==> src/rtl/pipe_pkg.sv <==
// rtl/pipe_pkg.sv - shared state encoding and depth for the two-entry skid buffer
package pipe_pkg;

  localparam int SKID_DEPTH = 2;

  // Encoding doubles as the occupancy count presented on the count port
  typedef enum logic [1:0] {
    EMPTY = 2'd0,
    ONE   = 2'd1,
    TWO   = 2'd2
  } skid_state_t;

endpackage

==> src/rtl/skid_ctrl.sv <==
// rtl/skid_ctrl.sv - occupancy FSM and datapath load strobes for pipe_skid_reg
module skid_ctrl
  import pipe_pkg::*;
(
  input  logic        clk,
  input  logic        rst,
  input  logic        in_valid,
  input  logic        out_ready,
  input  logic        flush,
  output skid_state_t state,
  output logic        in_ready,
  output logic        out_valid,
  output logic        load_main,
  output logic        load_skid,
  output logic        main_from_skid
);

  skid_state_t state_q, state_d;
  logic        in_ready_q, in_ready_d;
  logic        out_valid_q, out_valid_d;
  logic        in_xfer, out_xfer;

  // Next state and load strobes; handshakes qualify only on registered ready/valid
  always_comb begin
    state_d        = state_q;
    load_main      = 1'b0;
    load_skid      = 1'b0;
    main_from_skid = 1'b0;
    in_xfer        = in_valid & in_ready_q;
    out_xfer       = out_valid_q & out_ready;
    case (state_q)
      EMPTY: begin
        if (in_xfer) begin
          state_d   = ONE;
          load_main = 1'b1;
        end
      end
      ONE: begin
        if (in_xfer && out_xfer) begin
          load_main = 1'b1;
        end else if (in_xfer) begin
          state_d   = TWO;
          load_skid = 1'b1;
        end else if (out_xfer) begin
          state_d = EMPTY;
        end
      end
      TWO: begin
        if (out_xfer) begin
          state_d        = ONE;
          main_from_skid = 1'b1;
        end
      end
      default: state_d = EMPTY;
    endcase
    // Flush wins over any same-cycle transfer and leaves payload registers untouched
    if (flush) begin
      state_d        = EMPTY;
      load_main      = 1'b0;
      load_skid      = 1'b0;
      main_from_skid = 1'b0;
    end
    in_ready_d  = (state_d != TWO);
    out_valid_d = (state_d != EMPTY);
  end

  // State and handshake flops; ready/valid are registered copies of the next-state decode
  always_ff @(posedge clk or posedge rst) begin
    if (rst) begin
      state_q     <= EMPTY;
      in_ready_q  <= 1'b1;
      out_valid_q <= 1'b0;
    end else begin
      state_q     <= state_d;
      in_ready_q  <= in_ready_d;
      out_valid_q <= out_valid_d;
    end
  end

  assign state     = state_q;
  assign in_ready  = in_ready_q;
  assign out_valid = out_valid_q;

endmodule

==> src/rtl/pipe_skid_reg.sv <==
// rtl/pipe_skid_reg.sv - two-entry registered skid buffer; SKID_FLUSH_EN adds a flush input
module pipe_skid_reg
  import pipe_pkg::*;
#(
  parameter int WIDTH = 64
) (
  input  logic             clk,
  input  logic             reset,
  input  logic [WIDTH-1:0] in_data,
  input  logic             in_valid,
  output logic             in_ready,
  output logic [WIDTH-1:0] out_data,
  output logic             out_valid,
  input  logic             out_ready,
  output logic [1:0]       count
`ifdef SKID_FLUSH_EN
  ,
  input  logic             flush
`endif
);

  skid_state_t      state;
  logic             load_main, load_skid, main_from_skid;
  logic             flush_i;
  logic [WIDTH-1:0] main_q, main_d;
  logic [WIDTH-1:0] skid_q, skid_d;

`ifdef SKID_FLUSH_EN
  assign flush_i = flush;
`else
  assign flush_i = 1'b0;
`endif

  skid_ctrl u_ctrl (
    .clk            (clk),
    .rst            (reset),
    .in_valid       (in_valid),
    .out_ready      (out_ready),
    .flush          (flush_i),
    .state          (state),
    .in_ready       (in_ready),
    .out_valid      (out_valid),
    .load_main      (load_main),
    .load_skid      (load_skid),
    .main_from_skid (main_from_skid)
  );

  // Payload muxes: main takes new input or the parked skid entry, skid only takes input
  always_comb begin
    main_d = main_q;
    skid_d = skid_q;
    if (load_main) begin
      main_d = in_data;
    end else if (main_from_skid) begin
      main_d = skid_q;
    end
    if (load_skid) begin
      skid_d = in_data;
    end
  end

  // Payload registers
  always_ff @(posedge clk or posedge reset) begin
    if (reset) begin
      main_q <= '0;
      skid_q <= '0;
    end else begin
      main_q <= main_d;
      skid_q <= skid_d;
    end
  end

  assign out_data = main_q;
  assign count    = state;

endmodule
==> config.mk <==
export PLATFORM = sky130hd
export DESIGN_NAME = pipe_skid_reg
export DESIGN_NICKNAME = d
export VERILOG_FILES = /design/src/rtl/pipe_pkg.sv /design/src/rtl/skid_ctrl.sv /design/src/rtl/pipe_skid_reg.sv
export SDC_FILE = /design/constraint.sdc
export NUM_CORES = 1
export LEC_CHECK = 0
export BUFFER_PORTS_ARGS = -buffer_cell sky130_fd_sc_hd__buf_2
export CAP_MARGIN = 20
export CORE_MARGIN = 2
export CORE_UTILIZATION = 40
export CTS_CLUSTER_SIZE = 16
export DETAILED_ROUTE_END_ITERATION = 8
export GPL_TIMING_DRIVEN = 0
export PLACE_DENSITY = 0.64
export SETUP_SLACK_MARGIN = 0.5
export SYNTH_ARGS = -nofsm -noshare
export SYNTH_HDL_FRONTEND = slang
export SYNTH_SLANG_ARGS = --single-unit
==> constraint.sdc <==
create_clock -name clk -period 9.7 [get_ports clk]
set_input_delay 1.94 -clock clk [delete_from_list [all_inputs] [get_ports clk]]
set_output_delay 1.94 -clock clk [all_outputs]
set_load 0.02 [all_outputs]
==> impl_metrics.csv, run 1 <==
group,metric,value,unit
outcome,status,"completed",
floorplanning,die_y,129,um
cts,cts.clk_slew.worst_paths,50,ps
drt,drc,0,
logic_synthesis,synth_top_flop_cell,"dfrtp_1",
setup_path,max_stage_delay,540,ps
power,power_frac_seq,0.353,
logic_synthesis,avgSynthCellArea,17.3,um^2
logic_synthesis,yosys_warnings,0,
drt,wire_per_inst,16.7,um
timing,setup_tns,0,ps
floorplanning,design.portCount,136,
setup_path,r2r_cells,5,
drt,finalWirelength,12.3,mm
setup_path,worstSetupPathType,"flop to primary output",
logic_synthesis,yosys-top-cells-count,"131 x dfrtp_1, 120 x mux2_4, 42 x mux2_1",
logic_synthesis,synth_cells,361,
cts,cts-root-buf,"clkbuf_16",
floorplanning,die_area,0.0166,mm^2
power,clkPwrFrac,0.204,
finish,antenna_cells,0,
timing,finalWorstSetupSlack,6630,ps
setup_path,cp.required,7760,ps
setup_path,path_delay_family,"flip-flops",
timing,relSlewSlack,0.686,
drt,final_antenna_net_count,0,
logic_synthesis,ys_seq_area_frac,0.529,
cts,cts_made_buffers,17,
setup_path,critical_path.endpoint_type,"primary output",
cts,cts_tree,"built",
setup_path,path_cells,"buf_2",
timing,worst_pin_slew,470,ps
power,p_int,1.91,mW
cts,post_cts_resized,0,
floorplanning,dieWidth,129,um
floorplanning,start_util,0.410,
timing,min_period,3070,ps
drt,drtIter0Drc,147,
placed_design,place_congestion,0.713,
logic_synthesis,synth-async-reset-ratio,1.00,
setup_path,cp_max_fo,4,
finish,drive_above_1_share,0.638,
global_routing,overflow,0,
power,vdd_drop_max,221,uV
power,power_frac_comb,0.442,
logic_synthesis,ys_types,22,
global_routing,grt_pass1_wl,20.2,mm
drt,drt_pass1_iterations,4,
cts,cts_buffer_depth,2,
logic_synthesis,ys_seq_elements,132,
logic_synthesis,synth_area_leader_cell,"dfrtp_1",
job,cap_viol_max_count,0,
timing,slew_violations,0,
floorplanning,coreArea,0.0153,mm^2
placed_design,port_buffers,135,
power,p_leak,3.96,nW
cts,clk_latency,410,ps
global_routing,grt_usage,0.159,
logic_synthesis,netlist_area,0.00625,mm^2
finish,area_delta_synth_final,23.9,%
global_routing,grt_start_max_net_pins,87,
timing,clock-skew-final,5.12,ps
hold_path,min_path_cells,1,
timing,fmax,326,MHz
drt,route.vias.total,3507,
power,p_per_area,363,mW/mm^2
timing,setup_violations,0,
power,switchingPower,0.902,mW
global_routing,antenna_found_initial,0,
drt,avgViaCountPerCell,4.75,
logic_synthesis,synth_edf_count,0,
logic_synthesis,synth.most_common_cell,"dfrtp_1",
timing,hold_slack,482,ps
cts,postCtsSetupBuffers,0,
power,total_power,2.81,mW
floorplanning,num_rows,45,
finish,fillCellCount,1321,
hold_path,worstHoldPathType,"flop to flop",
logic_synthesis,synth_top_area_share,0.524,
setup_path,crit_slowest_cell,"dfstp_2",
setup_path,crit_cells,1,
logic_synthesis,syn_nets,429,
finish,layout.nets,584,
logic_synthesis,ys_top_cells_by_area,"dfrtp_1 52%, mux2_4 29%, mux2_1 7.6%",
placed_design,dpl.hpwl,8.41,mm
global_routing,grt_pass1_vias,3840,
cts,ctsHoldBuffers,0,
placed_design,dp_slack,6290,ps
setup_path,cp-start-kind,"flop",
cts,htreeDepth,4,
setup_path,critPathBufInv,1,
cts,clock-sinks,132,
setup_path,critPathArrivalTime,1130,ps
power,swShare,0.321,
timing,hold_viol,0,
timing,rsz0062_at_grt,"false",
timing,timing.final.crit_share,0.316,
## flip-flops by register name, summed over array words and instances (netlist names)
| signal | count |
|---|---|
| out_data | 64 |
| skid_q | 64 |
| u_ctrl.in_ready | 1 |
| u_ctrl.out_valid | 1 |
| u_ctrl.state | 2 |
## placed cells by master (no fill, tap or decap), drive strengths merged
| cell | count |
|---|---|
| buf | 157 |
| mux2i | 1 |
| and3b | 1 |
| nand2b | 1 |
| clkinv | 5 |
| nand2 | 2 |
| or2b | 1 |
| dfstp | 1 |
| a21boi | 1 |
| clkbuf | 26 |
| o21a | 1 |
| dfrtp | 131 |
| and2 | 1 |
| o22ai | 1 |
| a21oi | 2 |
| nand4b | 1 |
| mux2 | 192 |
| o21ai | 2 |
| inv | 1 |
## worst paths after layout
kind / start / to / slack [ps]
max: u_ctrl.in_ready$_DFF_PP1_ / in_ready / 6630
max reg2reg: u_ctrl.state[0]$_DFF_PP0_ / out_data[22]$_DFFE_PP0P_ / 7930
min reg2reg: skid_q[61]$_DFFE_PP0P_ / skid_q[61]$_DFFE_PP0P_ / 480
min in group asynchronous: reset / out_data[21]$_DFFE_PP0P_ / 1550
min: skid_q[61]$_DFFE_PP0P_ / skid_q[61]$_DFFE_PP0P_ / 480
max in group asynchronous: reset / u_ctrl.in_ready$_DFF_PP1_ / 7330
## logic make-up after synthesis
family | synth area share
simple gates | 0.00741
buf+inv | 0.0372
mux | 0.420
compound gates | 0.00721
flops | 0.529
## area by class of cell
| class | instances | area (um^2) | area share |
|---|---|---|---|
| Clock inverter | 5 | 25.0 | 0.00323 |
| Sequential cell | 132 | 3300 | 0.427 |
| Inverter | 1 | 8.76 | 0.00113 |
| Multi-Input combinational cell | 207 | 2710 | 0.350 |
| Tap cell | 211 | 264 | 0.0341 |
| Clock buffer | 26 | 499 | 0.0644 |
| Buffer | 21 | 229 | 0.0296 |
| Timing Repair Buffer | 136 | 703 | 0.0908 |
## power groups by stage
| stage | combinational (mW) | sequential (mW) | clock (mW) |
|---|---|---|---|
| after floorplan | 0.792 | 1.15 | 0 |
| after global placement | 1.23 | 0.981 | 0 |
| after detailed placement | 1.26 | 1.00 | 0 |
| after CTS | 1.26 | 0.996 | 0.592 |
| after global routing | 1.33 | 1.03 | 0.614 |
| final | 1.24 | 0.994 | 0.575 |
## routing by layer
layer | routed length [um] | part of all wire | global-route usage
met1 | 5630 | 0.46 | 0.204
met2 | 5860 | 0.48 | 0.254
met3 | 613 | 0.050 | 0.0458
met4 | 206 | 0.017 | 0.0691
met5 | 0 | 0 | 0
## through the flow
step,cells,util,instance area [um^2]
global placement,707,0.471,7190
global route,739,0.508,7750
CTS,739,0.508,7750
finish,739,0.508,7750
detailed placement,708,0.473,7220
floorplan,361,-,6250
Power figures use the tool's default switching activity.
==> run 2: changes to the inputs <==
- ABC_AREA: not set -> 1
- PLACE_DENSITY: 0.64 -> 0.66
- clock period: 9.7 -> 2.81 ns (I/O delays scaled with it)
==> run 2 against run 1 <==
Net effect: sequential cell count unchanged; largest power group unchanged; critical endpoint unchanged; clock skew grew 4.0 ps; design area up 0.60%; register-to-register slack got worse by 6800 ps.
==> impl_metrics.csv, run 2 <==
group,metric,value,unit
logic_synthesis,synth_area_leader_cell,"dfrtp_1",
finish,final_common_cell,"nand2_1",
setup_path,r2r_cells,7,
drt,avgViaCountPerCell,5.00,
floorplanning,dieWidth,129,um
timing,worst_pin_slew,710,ps
drt,drc,0,
timing,setup_violations,0,
cts,cts_buffer_depth,2,
placed_design,place_congestion,0.785,
logic_synthesis,syn_nets,862,
power,p_leak,4.35,nW
setup_path,crit_cells,1,
global_routing,grt_usage,0.214,
cts,postCtsSetupBuffers,0,
cts,cts-root-buf,"clkbuf_16",
logic_synthesis,synth_top_area_share,0.527,
logic_synthesis,ys_seq_area_frac,0.531,
placed_design,port_buffers,135,
setup_path,critical_path.endpoint_type,"primary output",
cts,cts.clk_slew.worst_paths,60,ps
drt,wire_per_inst,14.8,um
logic_synthesis,yosys-top-cells-count,"266 x nand2_1, 192 x nand3_1, 131 x dfrtp_1",
drt,drt_pass1_iterations,4,
logic_synthesis,synth_top_flop_cell,"dfrtp_1",
setup_path,critPathArrivalTime,1090,ps
drt,final_antenna_net_count,0,
logic_synthesis,ys_types,14,
setup_path,cp_max_fo,2,
global_routing,grt_pass1_wl,27.8,mm
timing,fmax,604,MHz
logic_synthesis,yosys_warnings,0,
setup_path,path_cells,"buf_2",
placed_design,dp_slack,972,ps
setup_path,max_stage_delay,520,ps
logic_synthesis,avgSynthCellArea,7.84,um^2
power,p_per_area,1260,mW/mm^2
logic_synthesis,netlist_area,0.00623,mm^2
floorplanning,die_y,129,um
cts,ctsHoldBuffers,0,
drt,drtIter0Drc,436,
setup_path,crit_slowest_cell,"dfstp_2",
logic_synthesis,ys_top_cells_by_area,"dfrtp_1 53%, nand2_1 16%, nand3_1 15%",
logic_synthesis,synth-async-reset-ratio,1.00,
finish,final_cells,1151,
timing,timing.final.crit_share,0.590,
drt,route.vias.total,5752,
finish,area_delta_synth_final,25.2,%
logic_synthesis,ys_seq_elements,132,
setup_path,critPathBufInv,1,
global_routing,antenna_found_initial,0,
timing,clock-skew-final,9.13,ps
placed_design,dp.cells,1120,
power,vdd_drop_max,598,uV
finish,layout.nets,1019,
timing,slew_violations,0,
cts,clk_latency,420,ps
cts,post_cts_resized,0,
cts,cts_tree,"built",
cts,cts_made_buffers,17,
setup_path,worstSetupPathType,"flop to primary output",
logic_synthesis,synth.most_common_cell,"nand2_1",
floorplanning,coreArea,0.0152,mm^2
timing,finalWorstSetupSlack,1150,ps
finish,antenna_cells,0,
finish,most-common-layout-cells,"266 x nand2_1, 192 x nand3_1, 178 x buf_2",
timing,hold_viol,0,
timing,min_period,1660,ps
global_routing,grt_start_max_net_pins,40,
setup_path,cp-start-kind,"flop",
placed_design,dpl.hpwl,11.6,mm
logic_synthesis,synth_edf_count,0,
setup_path,cp.required,2250,ps
floorplanning,design.portCount,136,
hold_path,worstHoldPathType,"input port to asynchronous set/reset pin",
timing,rsz0062_at_grt,"false",
cts,htreeDepth,4,
floorplanning,die_area,0.0166,mm^2
drt,finalWirelength,17.1,mm
logic_synthesis,synth_cells,794,
timing,relSlewSlack,0.525,
global_routing,grt_pass1_vias,5572,
floorplanning,start_util,0.410,
finish,utilization,0.513,
job,cap_viol_max_count,0,
cts,clock-sinks,132,
global_routing,overflow,0,
floorplanning,num_rows,45,
finish,drive_above_1_share,0.239,
setup_path,path_delay_family,"flip-flops",
outcome,status,"completed",
==> run 2: changes by cell type in the layout (fill, tap and decap cells not counted), moves of 3 or more <==
cell        before  now
buf_12           6    3
bufinv_16        0    3
nand2_1          2  266
mux2_2          30    0
buf_2          138  178
inv_1            0   68
nand3_1          0  192
nor2_1           0    3
mux2_4         120    0
buf_4           11   15
clkinvlp_4       0    3
mux2_1          42    0
o21ai_1          0   64
==> run 2: kinds of logic (layout without fill, tap and decap cells) <==
logic type | Yosys count | after routing | synth area share
simple gates | 463 | 463 | 0.319
buf+inv | 134 | 303 | 0.0985
compound gates | 65 | 65 | 0.0523
flops | 132 | 132 | 0.531
==> run 2: report_power, final <==
part | internal (mW) | switching [mW] | total, mW
Sequential | 2.86 | 0.491 | 3.35
Combinational | 1.43 | 2.79 | 4.22
Clock | 1.43 | 0.822 | 2.25
==> run 2: cell type report <==
cell class / count / area, um^2
clock buffers: 22 / 464
multi-input cells: 528 / 2310
plain buffers: 63 / 347
inverters: 71 / 270
clock inverters: 9 / 129
repair buffers: 138 / 736
fillers: 1506 / 7410
well taps: 188 / 235
flip-flops and latches: 132 / 3300
==> run 2: per-stage QoR <==
stage          area, um^2  power [mW]  hold slack [ps]  setup TNS [ps]
2_1_floorplan        6230        6.24              459               0
3_3_place_gp         7140        7.51              470          -44310
3_5_place_dp         7200        7.61              479               0
4_1_cts              7790        9.89              261               0
5_1_grt              7790        10.6              289               0
6_report             7790        9.83              257               0
==> run 2: path summary, 6_finish.rpt <==
| path | startpoint | endpoint | slack, ps |
|---|---|---|---|
| min in group clk | in_data[47] | skid_q[47]$_DFFE_PP0P_ | 400 |
| min | reset | out_data[50]$_DFFE_PP0P_ | 260 |
| max | u_ctrl.in_ready$_DFF_PP1_ | in_ready | 1150 |
| max in group asynchronous | reset | skid_q[23]$_DFFE_PP0P_ | 1720 |
| min reg2reg | skid_q[6]$_DFFE_PP0P_ | skid_q[6]$_DFFE_PP0P_ | 490 |
| max reg2reg | u_ctrl.in_ready$_DFF_PP1_ | out_data[48]$_DFFE_PP0P_ | 1180 |
==> run 2: layer usage <==
layer | track usage | part of all wire
met5 | 0 | 0
met4 | 0.0735 | 0.015
met3 | 0.0482 | 0.053
met2 | 0.333 | 0.46
met1 | 0.296 | 0.47
